$ cat config.mk
export PLATFORM = sky130hd
export DESIGN_NAME = ram_initiator
export DESIGN_NICKNAME = d
export VERILOG_FILES = /design/src/rtl/ram_pkg.sv /design/src/rtl/ram_rd_tag_pipe.sv /design/src/rtl/ram_initiator.sv
export SDC_FILE = /design/constraint.sdc
export NUM_CORES = 1
export LEC_CHECK = 0
export ABC_AREA = 1
export ABC_CLOCK_PERIOD_IN_PS = 3900
export CAP_MARGIN = 20
export CORE_UTILIZATION = 48
export CTS_CLUSTER_SIZE = 25
export DETAILED_ROUTE_END_ITERATION = 6
export MAX_ROUTING_LAYER = met4
export PLACE_DENSITY = 0.83
export REMOVE_ABC_BUFFERS = 1
export SLEW_MARGIN = 40
export SYNTH_ARGS = -nofsm -noshare
export SYNTH_HDL_FRONTEND = slang
export SYNTH_SLANG_ARGS = --single-unit
$ cat constraint.sdc
create_clock -name clk -period 3.9 [get_ports clk]
set_clock_uncertainty 0.2 [all_clocks]
set_input_delay 0.39 -clock clk [delete_from_list [all_inputs] [get_ports clk]]
set_output_delay 0.39 -clock clk [all_outputs]
set_load 0.01 [all_outputs]
$ cat src/rtl/ram_pkg.sv
// Shared definitions for the RAM initiator: default geometry, command
// opcodes, FSM states and small opcode decode helpers.
package ram_pkg;

  localparam int RAM_AW = 4;
  localparam int RAM_DW = 8;

  typedef enum logic [1:0] {
    OP_WRITE      = 2'b00,
    OP_READ       = 2'b01,
    OP_FILL       = 2'b10,
    OP_BURST_READ = 2'b11
  } op_t;

  typedef enum logic [1:0] {
    IDLE = 2'b00,
    WR   = 2'b01,
    RD   = 2'b10
  } state_t;

  // Bit 0 of the opcode selects read vs write.
  function automatic logic op_is_read(input logic [1:0] op);
    return op[0];
  endfunction

  // Bit 1 of the opcode selects a multi-beat burst (cmd_len is honoured).
  function automatic logic op_is_burst(input logic [1:0] op);
    return op[1];
  endfunction

endpackage

$ cat src/rtl/ram_rd_tag_pipe.sv
// Two-stage read token pipeline. Stage 1 lines a {valid, addr, last} token
// up with the RAM's registered dout; stage 2 captures dout next to the token
// and presents the response. Runs independently of the command FSM.
module ram_rd_tag_pipe
  import ram_pkg::*;
#(
  parameter int AW = RAM_AW,
  parameter int DW = RAM_DW
) (
  input  logic          clk,
  input  logic          rst,
  input  logic          issue_valid,
  input  logic [AW-1:0] issue_addr,
  input  logic          issue_last,
  input  logic [DW-1:0] ram_dout,
  output logic          rsp_valid,
  output logic [DW-1:0] rsp_data,
  output logic [AW-1:0] rsp_addr,
  output logic          rsp_last
);

  logic          s1_valid;
  logic [AW-1:0] s1_addr;
  logic          s1_last;

  // Stage 1: hold the token for the cycle in which ram_dout carries its data.
  always_ff @(posedge clk) begin
    if (rst) begin
      s1_valid <= 1'b0;
      s1_addr  <= '0;
      s1_last  <= 1'b0;
    end else begin
      s1_valid <= issue_valid;
      s1_addr  <= issue_valid ? issue_addr : '0;
      s1_last  <= issue_valid & issue_last;
    end
  end

  // Stage 2: capture dout alongside the token; idle slots present zeros.
  always_ff @(posedge clk) begin
    if (rst) begin
      rsp_valid <= 1'b0;
      rsp_data  <= '0;
      rsp_addr  <= '0;
      rsp_last  <= 1'b0;
    end else begin
      rsp_valid <= s1_valid;
      rsp_data  <= s1_valid ? ram_dout : '0;
      rsp_addr  <= s1_valid ? s1_addr : '0;
      rsp_last  <= s1_valid & s1_last;
    end
  end

endmodule

$ cat src/rtl/ram_initiator.sv
// Command-driven initiator for a single-port synchronous RAM with one cycle
// of read latency. Accepts single/burst read/write commands and drives the
// RAM port one beat per cycle; read data returns on a tagged response strobe.
//
// Command handshake: a command transfers on every rising edge where
// cmd_valid && cmd_ready are both high. cmd_ready is high only in IDLE (and
// not during reset). The issuer must hold cmd_* stable while cmd_valid is
// high and cmd_ready is low. Responses (rsp_*) have no ready: the consumer
// must take rsp_data/rsp_addr/rsp_last in the cycle rsp_valid is high.
module ram_initiator
  import ram_pkg::*;
#(
  parameter int AW = RAM_AW,
  parameter int DW = RAM_DW
) (
  input  logic          clk,
  input  logic          rst,
  input  logic          cmd_valid,
  output logic          cmd_ready,
  input  logic [1:0]    cmd_op,
  input  logic [AW-1:0] cmd_addr,
  input  logic [AW-1:0] cmd_len,
  input  logic [DW-1:0] cmd_data,
  output logic          ram_we,
  output logic [AW-1:0] ram_addr,
  output logic [DW-1:0] ram_din,
  input  logic [DW-1:0] ram_dout,
  output logic          rsp_valid,
  output logic [DW-1:0] rsp_data,
  output logic [AW-1:0] rsp_addr,
  output logic          rsp_last,
  output logic          done,
  output state_t        dbg_state
);

  state_t        state;
  state_t        state_next;
  logic [AW-1:0] addr_q;
  logic [AW-1:0] cnt_q;     // beats remaining after the current one
  logic [DW-1:0] data_q;
  logic          done_wr_q;
  logic          accept;
  logic          last_beat;

  logic          pipe_valid;
  logic [DW-1:0] pipe_data;
  logic [AW-1:0] pipe_addr;
  logic          pipe_last;

  assign cmd_ready = (state == IDLE) && !rst;
  assign accept    = cmd_valid && cmd_ready;
  assign last_beat = (cnt_q == '0);
  assign dbg_state = state;

  // State register.
  always_ff @(posedge clk) begin
    if (rst) state <= IDLE;
    else     state <= state_next;
  end

  // Next-state: IDLE dispatches on the opcode, bursts run until the last beat.
  always_comb begin
    state_next = state;
    unique case (state)
      IDLE:    if (accept) state_next = op_is_read(cmd_op) ? RD : WR;
      WR, RD:  if (last_beat) state_next = IDLE;
      default: state_next = IDLE;
    endcase
  end

  // Address/beat/data registers: load on accept, step once per active beat.
  always_ff @(posedge clk) begin
    if (rst) begin
      addr_q <= '0;
      cnt_q  <= '0;
      data_q <= '0;
    end else if (accept) begin
      addr_q <= cmd_addr;
      cnt_q  <= op_is_burst(cmd_op) ? cmd_len : '0;
      data_q <= cmd_data;
    end else if (state != IDLE) begin
      addr_q <= addr_q + 1'b1;          // wraps modulo 2^AW
      if (!last_beat) cnt_q <= cnt_q - 1'b1;
    end
  end

  // Write completion pulses in the first IDLE cycle after the final beat.
  always_ff @(posedge clk) begin
    if (rst) done_wr_q <= 1'b0;
    else     done_wr_q <= (state == WR) && last_beat;
  end

  // RAM port: zero when idle or in reset so the bus is quiet between bursts.
  always_comb begin
    ram_we   = 1'b0;
    ram_addr = '0;
    ram_din  = '0;
    if (!rst) begin
      if (state == WR) begin
        ram_we   = 1'b1;
        ram_addr = addr_q;
        ram_din  = data_q;
      end else if (state == RD) begin
        ram_addr = addr_q;
      end
    end
  end

  ram_rd_tag_pipe #(
    .AW(AW),
    .DW(DW)
  ) u_tag_pipe (
    .clk         (clk),
    .rst         (rst),
    .issue_valid (state == RD),
    .issue_addr  (addr_q),
    .issue_last  (last_beat),
    .ram_dout    (ram_dout),
    .rsp_valid   (pipe_valid),
    .rsp_data    (pipe_data),
    .rsp_addr    (pipe_addr),
    .rsp_last    (pipe_last)
  );

  // Responses are forced quiet while reset is held.
  always_comb begin
    rsp_valid = pipe_valid & !rst;
    rsp_data  = rst ? '0 : pipe_data;
    rsp_addr  = rst ? '0 : pipe_addr;
    rsp_last  = pipe_last & !rst;
    done      = (done_wr_q | (pipe_valid & pipe_last)) & !rst;
  end

endmodule

# Word-level counts from Yosys, hierarchy flattened
# Cells that the tools add are included.
# totals
output_inout_bits	31
word_cells	58
in_bits	29
reg_bits	39
# classes
n_addsub	2
n_eq_ne	5
n_bitwise	8
mux	19
n_reduce_logical	12
# ops
op	n
$mux W4	10
$mux W8	3
$and A1 B1 Y1	6
$mux W2	3
$ne A2 B2 Y1 const B	3
$add A4 B1 Y4 const B	1
$logic_not A4 Y1	1
$pmux W2 S2	1
$reduce_and A2 Y1	2
$reduce_bool A2 Y1	2
$reduce_or A2 Y1	2
$sub A4 B1 Y4 const B	1
$logic_and A1 B1 Y1	3
$eq A2 B1 Y1 const B	1
$eq A2 B2 Y1 const B	1
$logic_not A2 Y1	1
$mux W1	2
$logic_not A1 Y1	1
$not A1 Y1	1
$or A1 B1 Y1	1

# Longest topological paths before layout
# logic_depth
depth_word	5
ltp_mapped	9
ltp_nobuf	9

# Cells and area by module
# From an unflattened synthesis, not the netlist that was laid out.
# unflattened
hier_cells	249
area_unflattened_um2	1762.9
# by_module_without_submodules
mod	n_inst	seq_area_each_um2	cells_each	area_per_inst_um2
ram_initiator	1	380.4	187	1153.6
ram_rd_tag_pipe	1	400.4	62	609.3

# Least setup slack after synthesis
# OpenSTA, ideal clock, no wires.
# synth_timing
path_kind	reg-to-output
start	reg state[0], in the netlist dbg_state[0]
end	out ram_addr[0]
path_stages_with_launch	5
path_buffers	1
required_ns	3.310
slack_ns	2.111
arrival_time_ns	1.199
cell_sequence	dfxtp_1 -> ha_1 -> clkbuf_1 -> nor2_1 -> nor3_1
# synth_via
elab_chain_cells	4
word_cells_on_any_way	5
cone_classes	eq/ne (2); mux (3)
# synth_lines
element	line	source
start: declaration	ram_initiator.sv:36	state_t state;
start signal: assignment	ram_initiator.sv:58	else state <= state_next;
$eq A2 B2 Y1	ram_initiator.sv:103	end else if (state == RD) begin
$mux W4	ram_initiator.sv:103	
$mux W4 *	ram_initiator.sv:99	if (state == WR) begin
$mux W4 *	ram_initiator.sv:98	if (!rst) begin
end: declaration	ram_initiator.sv:25	output logic [AW-1:0] ram_addr,
# Every way passes the cells marked *; elsewhere a longest branch is shown, timed or not.

# Worst setup path after layout
# layout_timing
start	reg state[1], in the netlist dbg_state[1]
end	out ram_addr[3]
# Same word-level chain as after synthesis.

==> metrics.log <==
INFO  metric postCtsSetupRepairBufs = 0
INFO  metric met3_usage = ~5.1%
INFO  metric synthesis.yosys.warnings = 0
INFO  metric final_critical_path_required_period = 2.63 ns
INFO  metric placeable_core_region = 3420 µm²
INFO  metric worstPathMaxFanout = 10
INFO  metric setup.worst_path.start_class = register
INFO  metric hold_path_startpoint = u_tag_pipe.s1_addr[1]$_SDFF_PP0_
INFO  metric timing.critical_path.arrival = roughly 2.0 ns
INFO  metric regToRegStartpoint = dbg_state[0]$_SDFFE_PP0P_
INFO  metric antennaDiodeCount = 0
INFO  metric routed_wirelength = 3560 µm
INFO  metric cts.reportedPaths.clkPinSlew = roughly 0.11 ns
INFO  metric timing.final.crit_share = approximately two thirds
INFO  metric wl_cell = between 9 and 10 µm
INFO  metric timing_worst_slew_pin_value = about 0.47 ns
INFO  metric crit_required = around 3.3 ns
INFO  metric p_leak = between 1 and 1.5 nW
INFO  metric setup_tns = 0 ns
INFO  metric register_bit_total_from_synthesis = 39
INFO  metric dp_hpwl = approximately 2700 µm
INFO  metric globalRoute.totalOverflow = 0
INFO  metric worst_skew_pair.late_latency = 0.34 ns
INFO  metric list_of_cells_traversed_by_the_critical_path = inv_1 > ha_1 > nor2_1 > nor3_1 > clkdlybuf4s50_1
INFO  metric rows = 21
INFO  metric globalplace.congestion = around 0.83
INFO  metric post_synth_num_cell_types = 20
INFO  metric timing.max_slew.rel_slack = between 60% and 70%
INFO  metric layout.core_utilization = a little over two thirds
INFO  metric die_area = approximately 3900 µm²
INFO  metric outcome = finished, final reports clean
INFO  metric critical-path-max-stage-delay = approximately 0.56 ns
INFO  metric critPathLaunch = dbg_state[1]$_SDFFE_PP0P_
INFO  metric nNetsFinal = roughly 360
INFO  metric globalRoute.busiestLayer = met2
INFO  metric syn-mean-instance-area = between 6 and 7 µm²
INFO  metric regToRegSetupSlack = 1.89 ns
INFO  metric grt_start_max_net_pins = 32
INFO  metric number_of_antenna_violations_at_the_first_check_in_global_routing = 0
INFO  metric ctsLongestPathBuffers = 2
INFO  metric fp.dieW = ~63 µm
INFO  metric port-buffer-count = 59
INFO  metric rsz0062_at_grt = no
INFO  metric ir_worst_vdd = between 0.4 and 0.5 mV
INFO  metric synth.yosys.seq_area_share = between 40% and 50%
INFO  metric drt_pre_antenna_iters = 4
INFO  metric start_util = between 50% and 60%
INFO  metric combined_global_route_utilization_of_all_metal_layers = roughly a fifth
INFO  metric met1_usage = 25.4%
INFO  metric layout-area-overhead-vs-synth = 37.0%
INFO  metric top_level_ports = 60
INFO  metric global_route_wire_length_before_repair = approximately 6200 µm
INFO  metric layout.cells.non_filler = about 370
INFO  metric place_inst = between 300 and 400
INFO  metric timing.final.hold_violations = 0
INFO  metric timing.hold.worst.class = register to register
INFO  metric slew_violations = 0
INFO  metric rr_worst_depth = 8
INFO  metric cts_tree = done
INFO  metric grt_util_met2 = 32.7%
INFO  metric timing.critical_path.to_type = output port
INFO  metric via_count = around 1600
INFO  metric ant_nets = 0
INFO  metric drt_iter0_markers = 29
INFO  metric drcViolationCount = 0
INFO  metric number_of_global_route_vias_before_repair = ~1400
INFO  metric worst_hold_path.endpoint = u_tag_pipe.rsp_addr[1]$_SDFF_PP0_
INFO  metric crit_type = register to output port
INFO  metric power-per-cell-area = ~490 nW/µm²
INFO  metric h-tree-depth = 2
INFO  metric share_of_final_layout_standard_cells_stronger_than_drive_strength_1 = roughly 4.0%
INFO  metric cp_slowest_cell = clkdlybuf4s50_1
INFO  metric synth_cells = 263
INFO  metric post_cts_resize_count = 0
INFO  metric max_clock_freq = ~380 MHz
INFO  metric hold_path_depth = 2
INFO  metric cts_inserted_buffers = 5
INFO  metric finalSetupViolCount = 0
INFO  metric cap_violations = 0
INFO  metric clock-root-buffer = clkbuf_4
INFO  metric cts_hold_buffers = 0
INFO  metric clock-sinks = 39
INFO  metric fillerInstances = 311
INFO  metric via_per_inst = 4.45
INFO  metric syn_area = 1760 µm²
INFO  metric fp.dieH = around 63 µm
INFO  metric reg2reg_to = addr_q[2]$_SDFFE_PP0P_
cell usage after synthesis:
library cell	count	area share, %
inv_2	3	0.64
nor2_2	1	0.36
nand2_2	1	0.36
nand4_1	2	0.71
o21ai_1	2	0.57
nand2_1	64	14
buf_2	4	1.1
nor2_1	53	11
dfxtp_1	39	44
ha_1	6	4.3
nor3_1	3	0.85
o21ai_0	3	0.85
inv_1	46	9.8
nand3_1	18	5.1
a21oi_1	9	2.6
buf_6	1	0.64
xor2_1	2	1.0
clkbuf_1	4	0.85
buf_4	1	0.43
nand3_2	1	0.57
registers in the layout, summed over array words and instances, names as in the netlist:
name / count
addr_q: 4
cnt_q: 4
data_q: 8
dbg_state: 2
done_wr_q: 1
u_tag_pipe.rsp_addr: 4
u_tag_pipe.rsp_data: 8
u_tag_pipe.rsp_last: 1
u_tag_pipe.rsp_valid: 1
u_tag_pipe.s1_addr: 4
u_tag_pipe.s1_last: 1
u_tag_pipe.s1_valid: 1
power breakdown:
part	switching, W	leakage (nW)	internal (W)
sequential	0.0000497	0.318	0.000468
clock	0.000122	0.0293	0.0000703
combinational	0.000276	0.751	0.000195
layer usage:
metal  up-vias  part of all wire [%]
met1       686                    47
li1        892                     -
met3         7                   4.7
met5         -                     0
met4         0                   1.4
met2        47                    47
final cells by class:
type / instances / area, µm² / area share [%]
flip-flops and latches: 39 / 781 / 32.4
clock inverters: 1 / 5.00 / 0.207
inverters: 49 / 184 / 7.62
well taps: 46 / 57.6 / 2.39
multi-input cells: 165 / 742 / 30.8
repair buffers: 60 / 598 / 24.8
clock buffers: 7 / 45.0 / 1.87
logic make-up after synthesis:
group                      count (synthesis)  synth area share [%]
adders and majority gates                  6                  4.26
and+or+nand+nor                          143                  32.9
DFF                                       39                  44.3
buffers and inverters                     59                  13.5
AOI/OAI and AO/OA                         14                  3.98
xor gates and xnor gates                   2                 0.995
cells in the final DEF, fill, tap and decap left out, types with 3 or more instances in the layout:
master            n
a21oi_1           9
clkbuf_4          5
clkdlybuf4s50_1  59
dfxtp_1          39
ha_1              6
inv_1            46
inv_2             3
nand2_1          64
nand3_1          18
nor2_1           53
nor3_1            3
o21ai_0           3
critical path: cells and delay by family (launching register included):
family                     cells  cell delay, ns
buffers and inverters          2            0.64
adders and majority gates      1            0.39
DFF                            1            0.35
and+or+nand+nor                2            0.32
how the worst max path moves through the flow:
stage,endpoint,slack (ns),cells after the start
2_1_floorplan,addr_q[2]$_SDFFE_PP0P_,2.17,8
3_3_place_gp,ram_addr[1],1.38,5
4_1_cts,ram_addr[3],1.25,5
6_report,ram_addr[3],1.27,5
5_1_grt,ram_addr[3],1.02,5
3_5_place_dp,ram_addr[1],1.37,5
through the flow:
step           worst slack (ns)  hold WS, ns  total power (W)  area, µm²
2_1_floorplan              2.17        0.194         0.000838       1710
6_report                   1.27        0.214          0.00118       2410
5_1_grt                    1.02        0.239          0.00130       2410
3_3_place_gp               1.38        0.194         0.000985       2360
3_5_place_dp               1.37        0.201         0.000996       2360
4_1_cts                    1.25        0.217          0.00119       2410
(Power assumes the default switching activity.)
